`config.mk`:
```
export PLATFORM = sky130hd
export DESIGN_NAME = muldiv_unit
export DESIGN_NICKNAME = d
export VERILOG_FILES = /design/src/rtl/muldiv_unit.sv
export SDC_FILE = /design/constraint.sdc
export NUM_CORES = 1
export LEC_CHECK = 0
export BUFFER_PORTS_ARGS = -buffer_cell sky130_fd_sc_hd__buf_4
export CAP_MARGIN = 20
export CORE_MARGIN = 3
export CORE_UTILIZATION = 66
export DETAILED_ROUTE_END_ITERATION = 10
export GPL_TIMING_DRIVEN = 0
export PLACE_DENSITY = 0.88
export REMOVE_ABC_BUFFERS = 1
export SLEW_MARGIN = 20
export SYNTH_ARGS = -nofsm -noshare
export SYNTH_HDL_FRONTEND = slang
export SYNTH_SLANG_ARGS = --single-unit
```
`constraint.sdc`:
```
create_clock -name clk -period 6.1 [get_ports clk]
set_clock_uncertainty 0.05 [all_clocks]
set_input_delay 0.915 -clock clk [delete_from_list [all_inputs] [get_ports clk]]
set_output_delay 0.915 -clock clk [all_outputs]
set_load 0.05 [all_outputs]
```
`src/rtl/muldiv_unit.sv`:
```
// Iterative multiply/divide unit with architectural HI/LO registers.
// One shift/add (multiply) or restoring shift/subtract (divide) step per cycle.
module muldiv_unit #(
    parameter int WIDTH = 32,
    parameter int CNT_W = $clog2(WIDTH) + 1
) (
    input  logic             clk,
    input  logic             reset,
    input  logic             start,
    input  logic [1:0]       op,
    input  logic [WIDTH-1:0] a,
    input  logic [WIDTH-1:0] b,
    input  logic             hi_we,
    input  logic             lo_we,
    input  logic [WIDTH-1:0] wdata,
    output logic             busy,
    output logic             done,
    output logic             div_by_zero,
    output logic [WIDTH-1:0] hi,
    output logic [WIDTH-1:0] lo
);

    typedef enum logic [1:0] {
        IDLE   = 2'd0,
        RUN    = 2'd1,
        FINISH = 2'd2
    } state_t;

    // Two's-complement magnitude of a signed operand; unsigned operands pass through.
    function automatic logic [WIDTH-1:0] mag(input logic [WIDTH-1:0] v, input logic is_signed);
        mag = (is_signed && v[WIDTH-1]) ? (~v + {{(WIDTH-1){1'b0}}, 1'b1}) : v;
    endfunction

    function automatic logic [WIDTH-1:0] neg_w(input logic [WIDTH-1:0] v);
        neg_w = ~v + {{(WIDTH-1){1'b0}}, 1'b1};
    endfunction

    function automatic logic [2*WIDTH-1:0] neg_2w(input logic [2*WIDTH-1:0] v);
        neg_2w = ~v + {{(2*WIDTH-1){1'b0}}, 1'b1};
    endfunction

    state_t               state_r;
    state_t               state_s;
    logic [CNT_W-1:0]     cnt_r;
    logic                 is_div_r;
    logic                 neg_q_r;
    logic                 neg_r_r;
    logic                 b_zero_r;
    logic [WIDTH-1:0]     a_raw_r;
    logic [WIDTH-1:0]     opd_r;
    logic [2*WIDTH-1:0]   acc_r;
    logic [WIDTH:0]       rem_r;
    logic                 busy_r;
    logic                 done_r;
    logic                 dbz_r;
    logic [WIDTH-1:0]     hi_r;
    logic [WIDTH-1:0]     lo_r;

    logic                 busy_s;
    logic                 done_s;
    logic                 dbz_s;
    logic [WIDTH-1:0]     hi_s;
    logic [WIDTH-1:0]     lo_s;
    logic [WIDTH:0]       add_s;
    logic [WIDTH+1:0]     diff_s;
    logic                 fits_s;
    logic                 last_s;
    logic                 sgn_op_s;

    assign sgn_op_s = ~op[0];
    assign last_s   = (cnt_r == CNT_W'(WIDTH - 1));

    // Multiply step adds the multiplicand into the upper half when the current multiplier bit is set.
    assign add_s  = {1'b0, acc_r[2*WIDTH-1:WIDTH]} + (acc_r[0] ? {1'b0, opd_r} : {(WIDTH+1){1'b0}});
    // Divide step trial-subtracts the divisor from 2*rem + next dividend bit; a clear top bit means it fits.
    assign diff_s = {rem_r, acc_r[WIDTH-1]} - {2'b00, opd_r};
    assign fits_s = ~diff_s[WIDTH+1];

    // State register.
    always_ff @(posedge clk) begin
        if (reset) begin
            state_r <= IDLE;
        end else begin
            state_r <= state_s;
        end
    end

    // Next-state logic.
    always_comb begin
        state_s = state_r;
        case (state_r)
            IDLE:    state_s = start ? RUN : IDLE;
            RUN:     state_s = last_s ? FINISH : RUN;
            FINISH:  state_s = IDLE;
            default: state_s = IDLE;
        endcase
    end

    // Output logic: next values of the visible registers, including sign correction at FINISH.
    always_comb begin
        busy_s = (state_s != IDLE);
        done_s = 1'b0;
        dbz_s  = 1'b0;
        hi_s   = hi_r;
        lo_s   = lo_r;
        case (state_r)
            IDLE: begin
                if (!start) begin
                    if (hi_we) begin
                        hi_s = wdata;
                    end else begin
                        hi_s = hi_r;
                    end
                    if (lo_we) begin
                        lo_s = wdata;
                    end else begin
                        lo_s = lo_r;
                    end
                end else begin
                    hi_s = hi_r;
                    lo_s = lo_r;
                end
            end
            FINISH: begin
                done_s = 1'b1;
                if (!is_div_r) begin
                    {hi_s, lo_s} = neg_q_r ? neg_2w(acc_r) : acc_r;
                end else if (b_zero_r) begin
                    dbz_s = 1'b1;
                    hi_s  = a_raw_r;
                    lo_s  = {WIDTH{1'b1}};
                end else begin
                    lo_s = neg_q_r ? neg_w(acc_r[WIDTH-1:0]) : acc_r[WIDTH-1:0];
                    hi_s = neg_r_r ? neg_w(rem_r[WIDTH-1:0]) : rem_r[WIDTH-1:0];
                end
            end
            default: begin
                hi_s = hi_r;
                lo_s = lo_r;
            end
        endcase
    end

    // Registered outputs and iterative datapath.
    always_ff @(posedge clk) begin
        if (reset) begin
            busy_r   <= 1'b0;
            done_r   <= 1'b0;
            dbz_r    <= 1'b0;
            hi_r     <= {WIDTH{1'b0}};
            lo_r     <= {WIDTH{1'b0}};
            cnt_r    <= {CNT_W{1'b0}};
            is_div_r <= 1'b0;
            neg_q_r  <= 1'b0;
            neg_r_r  <= 1'b0;
            b_zero_r <= 1'b0;
            a_raw_r  <= {WIDTH{1'b0}};
            opd_r    <= {WIDTH{1'b0}};
            acc_r    <= {(2*WIDTH){1'b0}};
            rem_r    <= {(WIDTH+1){1'b0}};
        end else begin
            busy_r <= busy_s;
            done_r <= done_s;
            dbz_r  <= dbz_s;
            hi_r   <= hi_s;
            lo_r   <= lo_s;
            case (state_r)
                IDLE: begin
                    if (start) begin
                        cnt_r    <= {CNT_W{1'b0}};
                        is_div_r <= op[1];
                        neg_q_r  <= sgn_op_s & (a[WIDTH-1] ^ b[WIDTH-1]);
                        neg_r_r  <= sgn_op_s & a[WIDTH-1];
                        b_zero_r <= (b == {WIDTH{1'b0}});
                        a_raw_r  <= a;
                        rem_r    <= {(WIDTH+1){1'b0}};
                        // Multiply: opd = |a|, acc low = |b|. Divide: opd = |b|, acc low = |a|.
                        if (op[1]) begin
                            opd_r <= mag(b, sgn_op_s);
                            acc_r <= {{WIDTH{1'b0}}, mag(a, sgn_op_s)};
                        end else begin
                            opd_r <= mag(a, sgn_op_s);
                            acc_r <= {{WIDTH{1'b0}}, mag(b, sgn_op_s)};
                        end
                    end
                end
                RUN: begin
                    cnt_r <= cnt_r + {{(CNT_W-1){1'b0}}, 1'b1};
                    if (is_div_r) begin
                        acc_r[WIDTH-1:0] <= {acc_r[WIDTH-2:0], fits_s};
                        if (fits_s) begin
                            rem_r <= diff_s[WIDTH:0];
                        end else begin
                            rem_r <= {rem_r[WIDTH-1:0], acc_r[WIDTH-1]};
                        end
                    end else begin
                        acc_r <= {add_s, acc_r[WIDTH-1:1]};
                    end
                end
                default: begin
                    cnt_r <= cnt_r;
                end
            endcase
        end
    end

    assign busy        = busy_r;
    assign done        = done_r;
    assign div_by_zero = dbz_r;
    assign hi          = hi_r;
    assign lo          = lo_r;

endmodule
```
* Yosys cells after proc, flatten, opt, wreduce, memory -nomap -nowiden *
Cells that the tools add are included.

storage, ports and cells
  register bits after elaboration = 240
  output and inout port bits = 67
  word-level logic and storage cells = 92

operators by class
  $add $sub $neg = 8
  equality and inequality tests = 9
  multiplexer cells = 33
  bitwise gates (word level) = 12
  reduce and logical (&&, ||, !) cells = 14

operator list
  kind                                                 number
  2-to-1 mux 32 bit                                    17
  adder 32 x 1 -> 32 bit, second input constant        4
  2-to-1 mux 64 bit                                    2
  inverter 32 bit                                      4
  case mux 32 bit (2 select lines)                     2
  case mux 64 bit (2 select lines)                     1
  2-to-1 mux 33 bit                                    3
  case mux 33 bit (2 select lines)                     1
  adder 64 x 1 -> 64 bit, second input constant        1
  inverter 64 bit                                      1
  subtractor 34 x 32 -> 34 bit                         1
  adder 32 x 32 -> 33 bit                              1
  logical NOT 32 bit                                   1
  != test 2 bit, second input constant                 6
  case mux 6 bit (2 select lines)                      1
  AND reduction 3 bit                                  4
  adder 6 x 1 -> 6 bit, second input constant          1
  equality test 6 x 5 -> 1 bit, second input constant  1
  2-to-1 mux 6 bit                                     1
  nonzero test 2 bit                                   3
  inverter 1 bit                                       4
  case mux 2 bit (2 select lines)                      1
  AND reduction 2 bit                                  2
  2-to-1 mux 1 bit                                     3
  other kinds (8)                                      10

* Logic depth before layout (Yosys ltp) *
  depth in word-level cells = 6
  depth in mapped cells = 15
  gate-level depth less buffers = 14

* Least setup slack after synthesis *
OpenSTA, ideal clock, no wires.

  path type = reg-to-reg
  start point = register rem_r[7]
  end point = register rem_r[12]
  setup time = 0.129 ns
  data arrival time = 3.350 ns
  required time = 5.921 ns
  path slack = 2.571 ns
  stages on the path, launching flop included = 14
  buffers on the path = 2
  cells stage by stage = dfxtp_1 ha_1 clkbuf_1 a21o_1 a31o_1 a221o_1 o31a_1 a21o_1 a211oi_1 o21a_1 xnor2_1 buf_2 mux2i_1 o21ai_0

between the ends
  longest elaborated chain between the ends = 4

RTL lines
  what                              RTL line  text
  from (decl)                       52        logic [WIDTH:0] rem_r;
  from (signal assigned)            160       rem_r <= {(WIDTH+1){1'b0}};
  from (signal assigned)            176       rem_r <= {(WIDTH+1){1'b0}};
  from (signal assigned)            192       rem_r <= diff_s[WIDTH:0];
  subtractor 34 x 32 -> 34 bit      76        assign diff_s = {rem_r, acc_r[WIDTH-1]} - {2'b00, opd_r};
  2-to-1 mux 33 bit                 191       if (fits_s) begin
  2-to-1 mux 33 bit                 189       if (is_div_r) begin
  case mux 33 bit (2 select lines)  167       case (state_r)

No other way between the ends. The select of a mux whose other input is x is not followed.
A chain may end at the register's enable or synchronous reset.

* Final worst setup path *
  start point = register acc_r[0]
  end point = register acc_r[63]

between the ends
  longest elaborated chain between the ends = 4

RTL lines
  what                              RTL line  text
  from (decl)                       51        logic [2*WIDTH-1:0] acc_r;
  from (signal assigned)            159       acc_r <= {(2*WIDTH){1'b0}};
  from (signal assigned)            180       acc_r <= {{WIDTH{1'b0}}, mag(a, sgn_op_s)};
  from (signal assigned)            183       acc_r <= {{WIDTH{1'b0}}, mag(b, sgn_op_s)};
  2-to-1 mux 32 bit                 74        assign add_s = {1'b0, acc_r[2*WIDTH-1:WIDTH]} + (acc_r[0] ? {1'b0, opd_r} : {(WIDTH+1){1'b0}});
  adder 32 x 32 -> 33 bit           74
  2-to-1 mux 32 bit                 189
  case mux 64 bit (2 select lines)  167

No other way between the ends. The select of a mux whose other input is x is not followed.

==> results by group <==
STA
  – Worst Tran Pin Value: 1.125 ns
  – Final setup TNS: 0 ns
  – Final Hold Fails: 0
  – Endpoints failing setup: 0
  – Crit path time final: 4.817 ns
  – RSZ-0062 raised after global routing: no
  – Max Slew Vio Count: 0
  – Worst slew margin: 24.81%
  – Fin crit share: 78.97%
  – Max Fclk: 0.2076 GHz

Clocking
  – Root buffer cell: clkbuf_16
  – CTS tree: yes
  – Sink Count: 240
  – Clk Latency, worst-skew pair: 0.56 ns
  – Htree depth: 1
  – Cts bufs inserted: 28
  – # resized after CTS: 0
  – CTS max path bufs: 3
  – Hold_buf cts: 0
  – Clock slew at reported path FFs: 0.07 ns
  – Setup Buffers After CTS: 0

Pwr
  – Leak: 8.124 nW
  – PwrDens: 226.4 mW/mm2
  – Worst vdd ir: 0.3518 mV

Worst setup path
  – Worst Path Arrival: 5.23 ns
  – CP delay by family, top: compound AO/OA/AOI/OAI gates
  – Largest fanout on the critical path: 32
  – Worst path bufs/invs: 1
  – CP most frequent cell: a21oi_1
  – Worst setup EP type: flip-flop
  – Cell Chain, Critical Path: clkinv_1 > nor2_1 > ha_1 > nor2b_1 > o21bai_1 > a21boi_0 > o211ai_1 > a21oi_1 > a41oi_1 > a221oi_1 > a21oi_1 > nand3b_1 > a311oi_1
  – Slowest-stage cell, CP: clkinv_1
  – Critical Path RT: 6.51 ns
  – Slack of the worst reg-to-reg path: 1.28 ns
  – Crit path largest cell delay: 0.86 ns
  – CP Launch Type: flip-flop
  – Kind of critical path: flip-flop to flip-flop

Synthesis
  – Async S/R FF share, synth: 0%
  – Leading area contributor after synthesis: dfxtp_1
  – Post-synth top area share: 27.75%
  – Post-synth EDFFs: 0
  – Distinct cells, synth: 74
  – Top FF cell, synth: dfxtp_1
  – Synth area leaders: dfxtp_1, mux2i_1, nand2_1
  – Synthesized area per cell: 7.662 um2
  – Post-Syn Instances: 2260
  – Mapped cell area: 0.01732 mm2
  – Post-synthesis sequential area ratio: 27.75%
  – Register bit count reported by yosys: 240
  – Yosys Warn Count: 0

Floorplanning
  – Total die area: 0.02822 mm2
  – Initial Util: 67.98%
  – Row Count: 58
  – Die height: 168.0 um
  – Die width: 168.0 um
  – Ports: 170
  – CORE AREA: 0.02547 mm2

Placement
  – DP Area: 0.01887 mm2
  – HPWL Detailed: 44190 um
  – Port-buffer cells: 169
  – Post-placement cell count: 2632
  – GPL Wtd Cong: 0.9663

Detailed routing
  – DRT Wirelength: 60410 um
  – Via count: 18.34k
  – DRC: 0
  – DRT antenna net count: 0
  – Drt pass-1 iters: 6
  – DRT iter0 DRCs: 2593
  – Routed vias/inst: 6.837
  – Wire per inst: 22.52 um

Finish
  – N_diodes: 0
  – Final std cells w/o fill: 2682
  – Post-Layout Inst Area: 0.01985 mm2
  – Most frequent cells in the layout: nand2_1, dfxtp_1, a21oi_1
  – Commonest non-fill, non-tap cell in the layout: nand2_1
  – Fillers: 1816
  – Layout cells sized above 1: 12.80%
  – # nets final: 2506
  – Synthesis-to-layout area growth: 14.65%

GRT
  – Largest net degree at the start of global routing: 97
  – Initial antenna violation count: 0
  – GRT Overall Usage: 40.63%
  – Gr ovfl total: 0
  – First-pass GRT wire length: 92920 um
  – Vias in the first global route: 16.85k

Worst hold path
  – Worst min path class: flip-flop to flip-flop

Outcome
  – Status: completed

Job
  – Max_cap viols: 0
[area by class of cell]
cell class                      instances  area, um2  share of cell area, %
Inverter                               66      247.7                  1.248
Tap cell                              330      412.9                  2.080
Sequential cell                       240       4811                  24.23
Clock inverter                         17      215.2                  1.084
Clock buffer                           33      769.5                  3.876
Multi-Input combinational cell       1808      11780                  59.33
Timing Repair Buffer                  188       1618                  8.150
[cells by family (layout without fill, tap and decap cells)]
family	after synthesis	in the layout	share of synthesized area, %
AND/OR/NAND/NOR	715	715	18.95
flip-flops	240	240	27.75
multiplexers	134	134	7.855
adder cells (fa/ha/maj)	71	71	5.217
XOR/XNOR	202	202	10.22
buffers and inverters	212	304	4.697
AO/OA/AOI/OAI	686	686	25.31
[synthesized netlist by cell type, types with 20 or more instances]
cell      count
nor2b_1      22
a211oi_1     47
or4_1        21
nor3_1       38
nand2_1     303
clkbuf_1    119
o21ai_0     167
mux2i_1     119
xor2_1      110
nor2_1      187
ha_1         69
nand3_1      23
o31ai_1      30
o211ai_1     50
a21oi_1     189
xnor2_1      92
a221oi_1     38
dfxtp_1     240
a31oi_1      20
inv_1        65
a21o_1       36
buf_1        20
[layer usage]
layer	up-vias	GRT usage (%)	part of all wire, %
met1	8526	55.39	39
met2	1299	63.39	43
met3	230	8.312	13
li1	8281	-	-
met5	-	0	0
met4	0	16.04	4.9
[tightest hold or removal path: cells and delay by family (launching register included)]
family	cells	cell delay, ns
AND/OR/NAND/NOR	1	0.05
AO/OA/AOI/OAI	1	0.05
flip-flops	1	0.31
[final timing paths]
check | from | to | depth (start not counted)
hold / removal | opd_r[19]$_SDFFE_PP0P_ | opd_r[19]$_SDFFE_PP0P_ | 2
setup reg to reg | acc_r[0]$_SDFFE_PP0P_ | acc_r[63]$_SDFFE_PP0P_ | 13
setup / recovery | acc_r[0]$_SDFFE_PP0P_ | acc_r[63]$_SDFFE_PP0P_ | 13
hold reg to reg | opd_r[19]$_SDFFE_PP0P_ | opd_r[19]$_SDFFE_PP0P_ | 2
[power by group]
part | internal (W) | switching, W | total, W
Sequential | 0.00164 | 0.0000895 | 0.00173
Combinational | 0.000356 | 0.000608 | 0.000964
Clock | 0.00107 | 0.000729 | 0.00180
[registers in the layout, indices dropped and copies added, names as in the netlist, 2 cells and up]
name and flops:
acc_r 64, rem_r 33, hi 32, cnt_r 6, opd_r 32, lo 32, a_raw_r 32, state_r 2
[per-stage QoR]
stage          setup WS [ns]  utilization, %  total power [W]  hold slack (ns)
2_1_floorplan          1.227               -         0.002329           0.3758
3_3_place_gp         -0.2572           72.36         0.002640           0.3881
3_5_place_dp           1.628           74.07         0.002683           0.3950
4_1_cts                1.623           77.94         0.004452           0.4029
5_1_grt                1.030           77.94         0.004620           0.4244
6_report               1.283           77.94         0.004494           0.4028
(Power assumes the default switching activity.)
